--- src/rtl/vga_fb_arbiter.sv ---
// Framebuffer RAM arbiter: display reads take the RAM port every requested cycle,
// writer pixels queue in a small FIFO and drain on read-free cycles. Stall counter: VGA_FB_STALL_CNT_EN.
module vga_fb_arbiter #(
    parameter int ADDR_WIDTH = 19,
    parameter int DATA_WIDTH = 9,
    parameter int FIFO_DEPTH = 4
) (
    input  logic                  i_Clk,
    input  logic                  i_Rst_L,
    input  logic                  i_Rd_Req,
    input  logic [ADDR_WIDTH-1:0] i_Rd_Addr,
    output logic                  o_Rd_Valid,
    output logic [DATA_WIDTH-1:0] o_Rd_Data,
    input  logic                  i_Wr_Valid,
    output logic                  o_Wr_Ready,
    input  logic [ADDR_WIDTH-1:0] i_Wr_Addr,
    input  logic [DATA_WIDTH-1:0] i_Wr_Data,
    output logic                  o_Wr_Busy,
    output logic [ADDR_WIDTH-1:0] o_Ram_Addr,
    output logic                  o_Ram_Wr_En,
    output logic [DATA_WIDTH-1:0] o_Ram_Wr_Data,
    input  logic [DATA_WIDTH-1:0] i_Ram_Rd_Data
`ifdef VGA_FB_STALL_CNT_EN
    ,
    input  logic                  i_Stall_Clr,
    output logic [15:0]           o_Stall_Count
`endif
);
    localparam int PTR_W = $clog2(FIFO_DEPTH);
    localparam int CNT_W = PTR_W + 1;
    localparam logic [CNT_W-1:0] FULL_CNT = CNT_W'(FIFO_DEPTH);

    typedef enum logic [1:0] {S_IDLE, S_READ, S_WRITE} state_t;

    state_t                state, state_next;
    logic [ADDR_WIDTH-1:0] rd_addr_q;
    // [0] request accepted, [1] address on RAM, [2] RAM data available
    logic [2:0]            vld_pipe;

    logic [ADDR_WIDTH-1:0] fifo_addr [FIFO_DEPTH];
    logic [DATA_WIDTH-1:0] fifo_data [FIFO_DEPTH];
    logic [PTR_W-1:0]      wr_ptr, rd_ptr;
    logic [CNT_W-1:0]      count, count_next, pend;
    logic                  push, pop;

    assign push = i_Wr_Valid && o_Wr_Ready;
    assign pop  = (state == S_WRITE);
    // An entry already claimed by the current write cycle must not schedule another pop.
    assign pend = pop ? CNT_W'(1) : '0;

    always_comb begin
        state_next = S_IDLE;
        if (i_Rd_Req)
            state_next = S_READ;
        else if (count > pend)
            state_next = S_WRITE;
    end

    always_comb begin
        count_next = count;
        case ({push, pop})
            2'b10:   count_next = count + CNT_W'(1);
            2'b01:   count_next = count - CNT_W'(1);
            default: count_next = count;
        endcase
    end

    always_ff @(posedge i_Clk) begin
        if (push) begin
            fifo_addr[wr_ptr] <= i_Wr_Addr;
            fifo_data[wr_ptr] <= i_Wr_Data;
        end
    end

    always_ff @(posedge i_Clk or negedge i_Rst_L) begin
        if (!i_Rst_L) begin
            state         <= S_IDLE;
            rd_addr_q     <= '0;
            vld_pipe      <= '0;
            wr_ptr        <= '0;
            rd_ptr        <= '0;
            count         <= '0;
            o_Wr_Ready    <= 1'b0;
            o_Wr_Busy     <= 1'b0;
            o_Ram_Addr    <= '0;
            o_Ram_Wr_En   <= 1'b0;
            o_Ram_Wr_Data <= '0;
            o_Rd_Valid    <= 1'b0;
            o_Rd_Data     <= '0;
        end else begin
            state     <= state_next;
            rd_addr_q <= i_Rd_Addr;
            vld_pipe  <= {vld_pipe[1:0], state_next == S_READ};

            o_Ram_Wr_En <= 1'b0;
            case (state)
                S_READ:  o_Ram_Addr <= rd_addr_q;
                S_WRITE: begin
                    o_Ram_Addr    <= fifo_addr[rd_ptr];
                    o_Ram_Wr_Data <= fifo_data[rd_ptr];
                    o_Ram_Wr_En   <= 1'b1;
                end
                default: ;
            endcase

            if (push) wr_ptr <= wr_ptr + PTR_W'(1);
            if (pop)  rd_ptr <= rd_ptr + PTR_W'(1);
            count      <= count_next;
            o_Wr_Ready <= (count_next != FULL_CNT);
            o_Wr_Busy  <= (count_next != '0);

            o_Rd_Valid <= vld_pipe[2];
            if (vld_pipe[2]) o_Rd_Data <= i_Ram_Rd_Data;
        end
    end

`ifdef VGA_FB_STALL_CNT_EN
    always_ff @(posedge i_Clk or negedge i_Rst_L) begin
        if (!i_Rst_L)
            o_Stall_Count <= '0;
        else if (i_Stall_Clr)
            o_Stall_Count <= '0;
        else if (i_Wr_Valid && !o_Wr_Ready && (o_Stall_Count != 16'hFFFF))
            o_Stall_Count <= o_Stall_Count + 16'd1;
    end
`endif

endmodule

--- config.mk ---
export PLATFORM = sky130hd
export DESIGN_NAME = vga_fb_arbiter
export DESIGN_NICKNAME = d
export VERILOG_FILES = /design/src/rtl/vga_fb_arbiter.sv
export SDC_FILE = /design/constraint.sdc
export NUM_CORES = 1
export LEC_CHECK = 0
export CAP_MARGIN = 20
export CORE_ASPECT_RATIO = 1.1
export CORE_MARGIN = 2
export CORE_UTILIZATION = 53
export CTS_BUF_LIST = sky130_fd_sc_hd__clkbuf_8 sky130_fd_sc_hd__clkbuf_16
export CTS_CLUSTER_SIZE = 28
export DETAILED_ROUTE_END_ITERATION = 10
export PLACE_DENSITY = 0.78
export SLEW_MARGIN = 20
export SYNTH_ARGS = -nofsm -noshare
export SYNTH_HDL_FRONTEND = slang
export SYNTH_SLANG_ARGS = --single-unit
export TNS_END_PERCENT = 30
--- constraint.sdc ---
create_clock -name i_Clk -period 3.1 [get_ports i_Clk]
set_input_delay 0.465 -clock i_Clk [delete_from_list [all_inputs] [get_ports i_Clk]]
set_output_delay 0.465 -clock i_Clk [all_outputs]
set_load 0.01 [all_outputs]
==> impl_metrics.py, run 1 <==
metrics = {
    "cts": {
        "clock_latency_ns": 0.42,
        "post_cts_buffers": 0,
        "cts_tree": "done",
        "cts_buffers": 17,
        "clockBufferDepth": 2,
        "clock-sinks": 184,
        "cts_max_level": 4,
        "clk_pin_slew_ns": 0.06,
        "cts_resized": 0,
        "root_buffer": "clkbuf_16",
        "holdBufCountCts": 0,
    },
    "route": {
        "wirelength_mm": 12.53,
        "first_pass_iters": 4,
        "drcViolationCount": 0,
        "wl_per_cell_um": 20.84,
        "postRouteAntennaNets": 0,
        "vias_per_cell": 5.757,
        "vias": 3460,
        "drtIter0Drc": 199,
    },
    "timing": {
        "post-route-period-util_pct": 73.19,
        "hold_viol_final": 0,
        "finalSetupTns_ns": 0,
        "fin_skew_ns": 0.006669,
        "worst_slew_pin_slew_ns": 0.9270,
        "finalCriticalPeriod_ns": 2.269,
        "fmax_mhz": 440.8,
        "finalMaxSlewViolations": 0,
        "max_slew_margin_pct": 38.20,
        "rsz0062_at_grt": "false",
        "finalSetupViolCount": 0,
    },
    "synthesis": {
        "synth.top_cells.by_count": "112 x edfxtp_1, 72 x dfrtp_1, 28 x mux4_2",
        "synth_edf_count": 112,
        "synth_top_area_share_pct": 49.99,
        "ys_seq_area_share_pct": 76.77,
        "ys_async_sr_fraction_pct": 39.13,
        "ys_types": 29,
        "synth_most_common_cell": "edfxtp_1",
        "yosysWarnings": 0,
        "synth_ff_type": "edfxtp_1",
        "synthTopCellsByArea": "edfxtp_1 50%, dfrtp_1 27%, mux4_2 9.4%, mux2_2 3.2%, a221o_1 2.8%",
        "post_synth.cell_area_avg_um2": 20.70,
        "syn_inst": 325,
        "synth_nets": 393,
        "synth_area_um2": 6728,
        "ys_ff_latch": 184,
        "yosys.area.top_type": "edfxtp_1",
    },
    "place": {
        "place_hpwl_mm": 7.593,
        "gp_congestion": 0.7100,
        "place_inst": 569,
        "portBuffers": 100,
    },
    "run": {
        "drv_cap": 0,
    },
    "pwr": {
        "power_density_nw_per_um2": 923.4,
        "ir_drop_v": 0.0005408,
        "p_leak_nw": 3.102,
        "total_power_mw": 7.863,
    },
    "final_layout": {
        "syn2layout_area_growth_pct": 26.58,
        "final_nets": 499,
        "final_cell_count_no_fill": 601,
        "fill_cells": 814,
        "n_antenna_cell": 0,
        "final_layout_size_suffix_gt1_share_pct": 21.17,
    },
    "worst_setup_path": {
        "critPathLaunchType": "primary input",
        "path_max_fanout": 5,
        "worstPathArrival_ns": 2.56,
        "regToRegEndpoint": "o_Wr_Busy",
        "r2r_start": "state[0]",
        "worstSetupEndpointType": "flip-flop",
        "worstPathRequired_ns": 3.39,
        "rr_worst_depth": 8,
        "crit_type": "in -> reg",
        "reg2reg_slack_ns": 0.89,
    },
    "die": {
        "fp-row-count": 43,
        "die_x_um": 111.4,
        "ioPinCount": 101,
        "core_area_um2": 12480,
        "start_util_pct": 53.90,
        "fp.dieH_um": 122.2,
        "dieArea_um2": 13610,
    },
    "grt": {
        "grt_pass1_vias": 3782,
        "grt-ovfl-total": 0,
        "grt-busiest-layer": "met2",
        "gr-usage-met2_pct": 33.84,
        "antenna_found_initial": 0,
        "use_met1_pct": 24.88,
        "grt_usage_pct": 19.83,
        "grt_start_max_net_pins": 73,
        "grt_pass1_wl_mm": 20.02,
        "use_met3_pct": 5.423,
    },
    "status": {
        "status": "completed",
    },
    "worst_hold_path": {
        "hold_path_class": "in -> async",
    },
}
[power breakdown]
group | internal (mW) | leakage [nW] | switching, mW | total (mW)
Combinational | 1.15 | 0.929 | 0.926 | 2.08
Clock | 1.29 | 0.298 | 0.930 | 2.22
Sequential | 3.24 | 1.88 | 0.324 | 3.57
[cell families after synthesis]
group           Yosys count  synth area share (%)
fa+ha+maj                 8                 1.599
buf+inv                  24                 1.674
simple gates             32                 3.236
xor+xnor                  5                0.6510
compound gates           23                 3.217
flops                   184                 76.77
mux                      49                 12.85
[worst max path at each step]
stage | startpoint | end | slack (ns) | cells past startpoint
5_1_grt | i_Wr_Valid | o_Wr_Busy | 0.72 | 8
4_1_cts | i_Wr_Valid | o_Wr_Busy | 0.84 | 8
3_3_place_gp | i_Wr_Valid | o_Wr_Busy | 0.49 | 8
2_1_floorplan | state[0] | o_Wr_Busy | 0.96 | 8
6_report | i_Wr_Valid | o_Wr_Busy | 0.83 | 8
3_5_place_dp | i_Wr_Valid | o_Wr_Busy | 0.39 | 8
[critical path, stage by stage]
cell	delay [ns]
clkdlybuf4s50_1	0.46
nand2_1	0.16
ha_1	0.20
inv_1	0.06
fa_1	0.51
and3b_1	0.17
a31o_2	0.11
or3b_2	0.44
[sequential cells by signal (all words and copies together), names as in the netlist]
name / cells
wr_ptr: 2
rd_addr_q: 19
count: 3
o_Wr_Busy: 1
rd_ptr: 2
o_Ram_Addr: 19
vld_pipe: 3
fifo_addr: 76
state: 2
o_Rd_Data: 9
o_Ram_Wr_Data: 9
o_Wr_Ready: 1
o_Ram_Wr_En: 1
fifo_data: 36
o_Rd_Valid: 1
[per-stage QoR]
stage | instance area (um2) | setup slack, ns | hold WS [ns] | util (%)
final | 8516 | 0.8312 | 0.1888 | 68.22
after global routing | 8516 | 0.7249 | 0.2813 | 68.22
after CTS | 8516 | 0.8421 | 0.2286 | 68.22
after detailed placement | 7894 | 0.3930 | 0.3347 | 63.24
after global placement | 7894 | 0.4945 | 0.3331 | 63.24
after floorplan | 6728 | 0.9650 | 0.1694 | -
[per-layer routing]
metal  vias up  wire length (um)
met5         -                 0
met4         0               213
met3        20               751
met2       153              6572
met1      1788              4987
li1       1499                 -
[final cells by class]
class / count / area (um2) / share of cell area, %
Tap cell: 157 / 196.4 / 2.307
Inverter: 6 / 22.52 / 0.2645
Timing Repair Buffer: 105 / 1049 / 12.31
Multi-Input combinational cell: 117 / 1460 / 17.15
Sequential cell: 184 / 5166 / 60.67
Clock buffer: 17 / 425.4 / 4.996
Clock inverter: 15 / 196.4 / 2.307
[placed cells by master (no fill, tap or decap)]
master,n
nand2_1,2
inv_6,2
nor2_1,2
inv_1,6
clkinvlp_4,2
edfxtp_1,112
mux2_2,19
clkinv_1,1
buf_4,5
nor3_1,1
clkinv_2,1
xor2_1,2
o21ai_0,1
bufinv_16,3
ha_1,6
ha_2,1
and3b_1,1
nor3b_1,19
clkdlybuf4s50_1,99
or3b_2,1
a21oi_1,1
or2_2,1
xnor2_1,3
mux4_2,28
buf_12,1
inv_8,2
clkinv_8,1
nor2b_2,1
o21a_1,1
dfrtp_1,71
a221o_1,19
clkinv_4,3
and3_2,4
clkbuf_16,17
a31o_2,1
dfrtp_2,1
fa_1,1
mux2i_1,2
No activity file was read; power rests on OpenSTA's default activity.
==> run 2, diff against run 1 <==
==> constraint.sdc (replaced) <==
create_clock -name i_Clk -period 2.3 [get_ports i_Clk]
set_input_delay 0.345 -clock i_Clk [delete_from_list [all_inputs] [get_ports i_Clk]]
set_output_delay 0.345 -clock i_Clk [all_outputs]
set_load 0.01 [all_outputs]
==> impl_metrics.py, run 2 (synthesis gave the netlist of run 1 again) <==
metrics = {
    "timing": {
        "worst_slew_pin_slew_ns": 0.8006,
        "finalCriticalPeriod_ns": 2.196,
        "post-route-period-util_pct": 95.46,
        "finalSetupViolCount": 0,
        "hold_viol_final": 0,
        "max_slew_margin_pct": 46.63,
        "fmax_mhz": 455.5,
        "finalMaxSlewViolations": 0,
        "rsz0062_at_grt": "false",
        "fin_skew_ns": 0.006660,
    },
    "final_layout": {
        "final_nets": 514,
        "register_area_um2": 5166,
        "final_cell_count_no_fill": 616,
        "fin_area_um2": 8616,
        "n_antenna_cell": 0,
        "multiInputGateArea_um2": 1460,
        "syn2layout_area_growth_pct": 28.06,
        "largest_reg_flops": 76,
        "finalCoreUtilization_pct": 69.03,
        "fill_cells": 799,
        "final_layout_size_suffix_gt1_share_pct": 23.31,
        "regMostFlops": "fifo_addr",
        "mostFrequentLayoutCell": "edfxtp_1",
        "top_regs": "fifo_addr x76, fifo_data x36",
        "final_cell_mix": "112 x edfxtp_1, 99 x clkdlybuf4s50_1, 71 x dfrtp_1",
    },
    "cts": {
        "root_buffer": "clkbuf_16",
        "post_cts_buffers": 0,
        "clock-sinks": 184,
        "cts_tree": "done",
        "holdBufCountCts": 0,
        "clockBufferDepth": 2,
        "clock_latency_ns": 0.42,
        "cts_max_level": 4,
        "cts_resized": 0,
        "clk_pin_slew_ns": 0.06,
        "cts_buffers": 17,
    },
    "die": {
        "dieArea_um2": 13610,
        "ioPinCount": 101,
        "fp-row-count": 43,
        "start_util_pct": 53.90,
        "fp.dieH_um": 122.2,
        "core_area_um2": 12480,
        "die_x_um": 111.4,
    },
    "run": {
        "drv_cap": 0,
    },
    "route": {
        "drtIter0Drc": 195,
        "vias_per_cell": 5.623,
        "postRouteAntennaNets": 0,
        "wl_per_cell_um": 20.48,
        "first_pass_iters": 4,
        "vias": 3464,
        "drcViolationCount": 0,
        "wirelength_mm": 12.61,
    },
    "status": {
        "status": "completed",
    },
    "place": {
        "portBuffers": 100,
        "placed_area_um2": 8056,
        "gp_congestion": 0.7616,
        "place_inst": 584,
        "place_hpwl_mm": 7.786,
    },
    "grt": {
        "grt_usage_pct": 19.79,
        "grt_pass1_wl_mm": 19.84,
        "antenna_found_initial": 0,
        "grt_pass1_vias": 3707,
        "grt_start_max_net_pins": 62,
        "grt-ovfl-total": 0,
    },
    "pwr": {
        "ir_drop_v": 0.0006283,
        "p_leak_nw": 3.160,
        "power_density_nw_per_um2": 1216,
    },
    "worst_setup_path": {
        "path_max_fanout": 3,
        "worstPathRequired_ns": 2.59,
        "worstSetupEndpointType": "flip-flop",
        "critPathLaunchType": "flip-flop",
        "worstPathArrival_ns": 2.49,
        "crit_type": "reg -> reg",
    },
    "worst_hold_path": {
        "hold_path_class": "in -> async",
    },
}
==> run 2: per-stage QoR <==
stage | setup TNS, ns | power, mW | worst slack, ns | hold WS (ns)
floorplan | 0 | 6.455 | 0.1650 | 0.04941
CTS | 0 | 10.59 | 0.09049 | 0.04206
detailed placement | -0.1876 | 7.876 | -0.1507 | 0.3347
global route | 0 | 10.96 | 0.01351 | 0.09423
finish | 0 | 10.48 | 0.1045 | 0.01157
global placement | -0.07897 | 7.743 | -0.07897 | 0.3334
==> run 2: worst paths after layout <==
kind	start	endpoint	slack (ns)	depth (start not counted)
max in group asynchronous	i_Rst_L	rd_addr_q[1]	1.61	2
min in group i_Clk	vld_pipe[0]	vld_pipe[1]	0.34	0
hold / removal	i_Rst_L	o_Wr_Busy	0.01	1
hold reg to reg	vld_pipe[0]	vld_pipe[1]	0.34	0
setup reg to reg	state[0]	o_Wr_Busy	0.10	8
setup / recovery	state[0]	o_Wr_Busy	0.10	8
==> run 2: area by class of cell <==
cell class                      instances  area share [%]
Clock buffer                           19           5.257
Clock inverter                         13           1.234
Inverter                                6          0.2614
Multi-Input combinational cell        117           16.95
Sequential cell                       184           59.96
Tap cell                              157           2.280
Timing Repair Buffer                  120           14.06
==> run 2: report_power, final <==
group | internal, mW | switching [mW] | leakage, nW | total (mW)
sequential | 4.36 | 0.387 | 1.88 | 4.75
clock | 1.54 | 1.17 | 0.267 | 2.71
combinational | 1.70 | 1.32 | 1.02 | 3.03
==> run 2: per-layer routing <==
layer / routed length, um / track usage, % / vias to the layer above
met5: 0 / 0 / -
met4: 278 / 8.410 / 0
met3: 662 / 4.826 / 24
met2: 6646 / 34.03 / 123
met1: 5025 / 24.30 / 1793
li1: - / - / 1524
==> run 2: critical path, stage by stage, from the launching register on <==
cell and delay [ns]:
dfrtp_1 0.36, inv_1 0.09, ha_2 0.19, ha_1 0.17
inv_1 0.06, fa_1 0.37, xor2_1 0.17, o21a_1 0.20
or3b_2 0.46
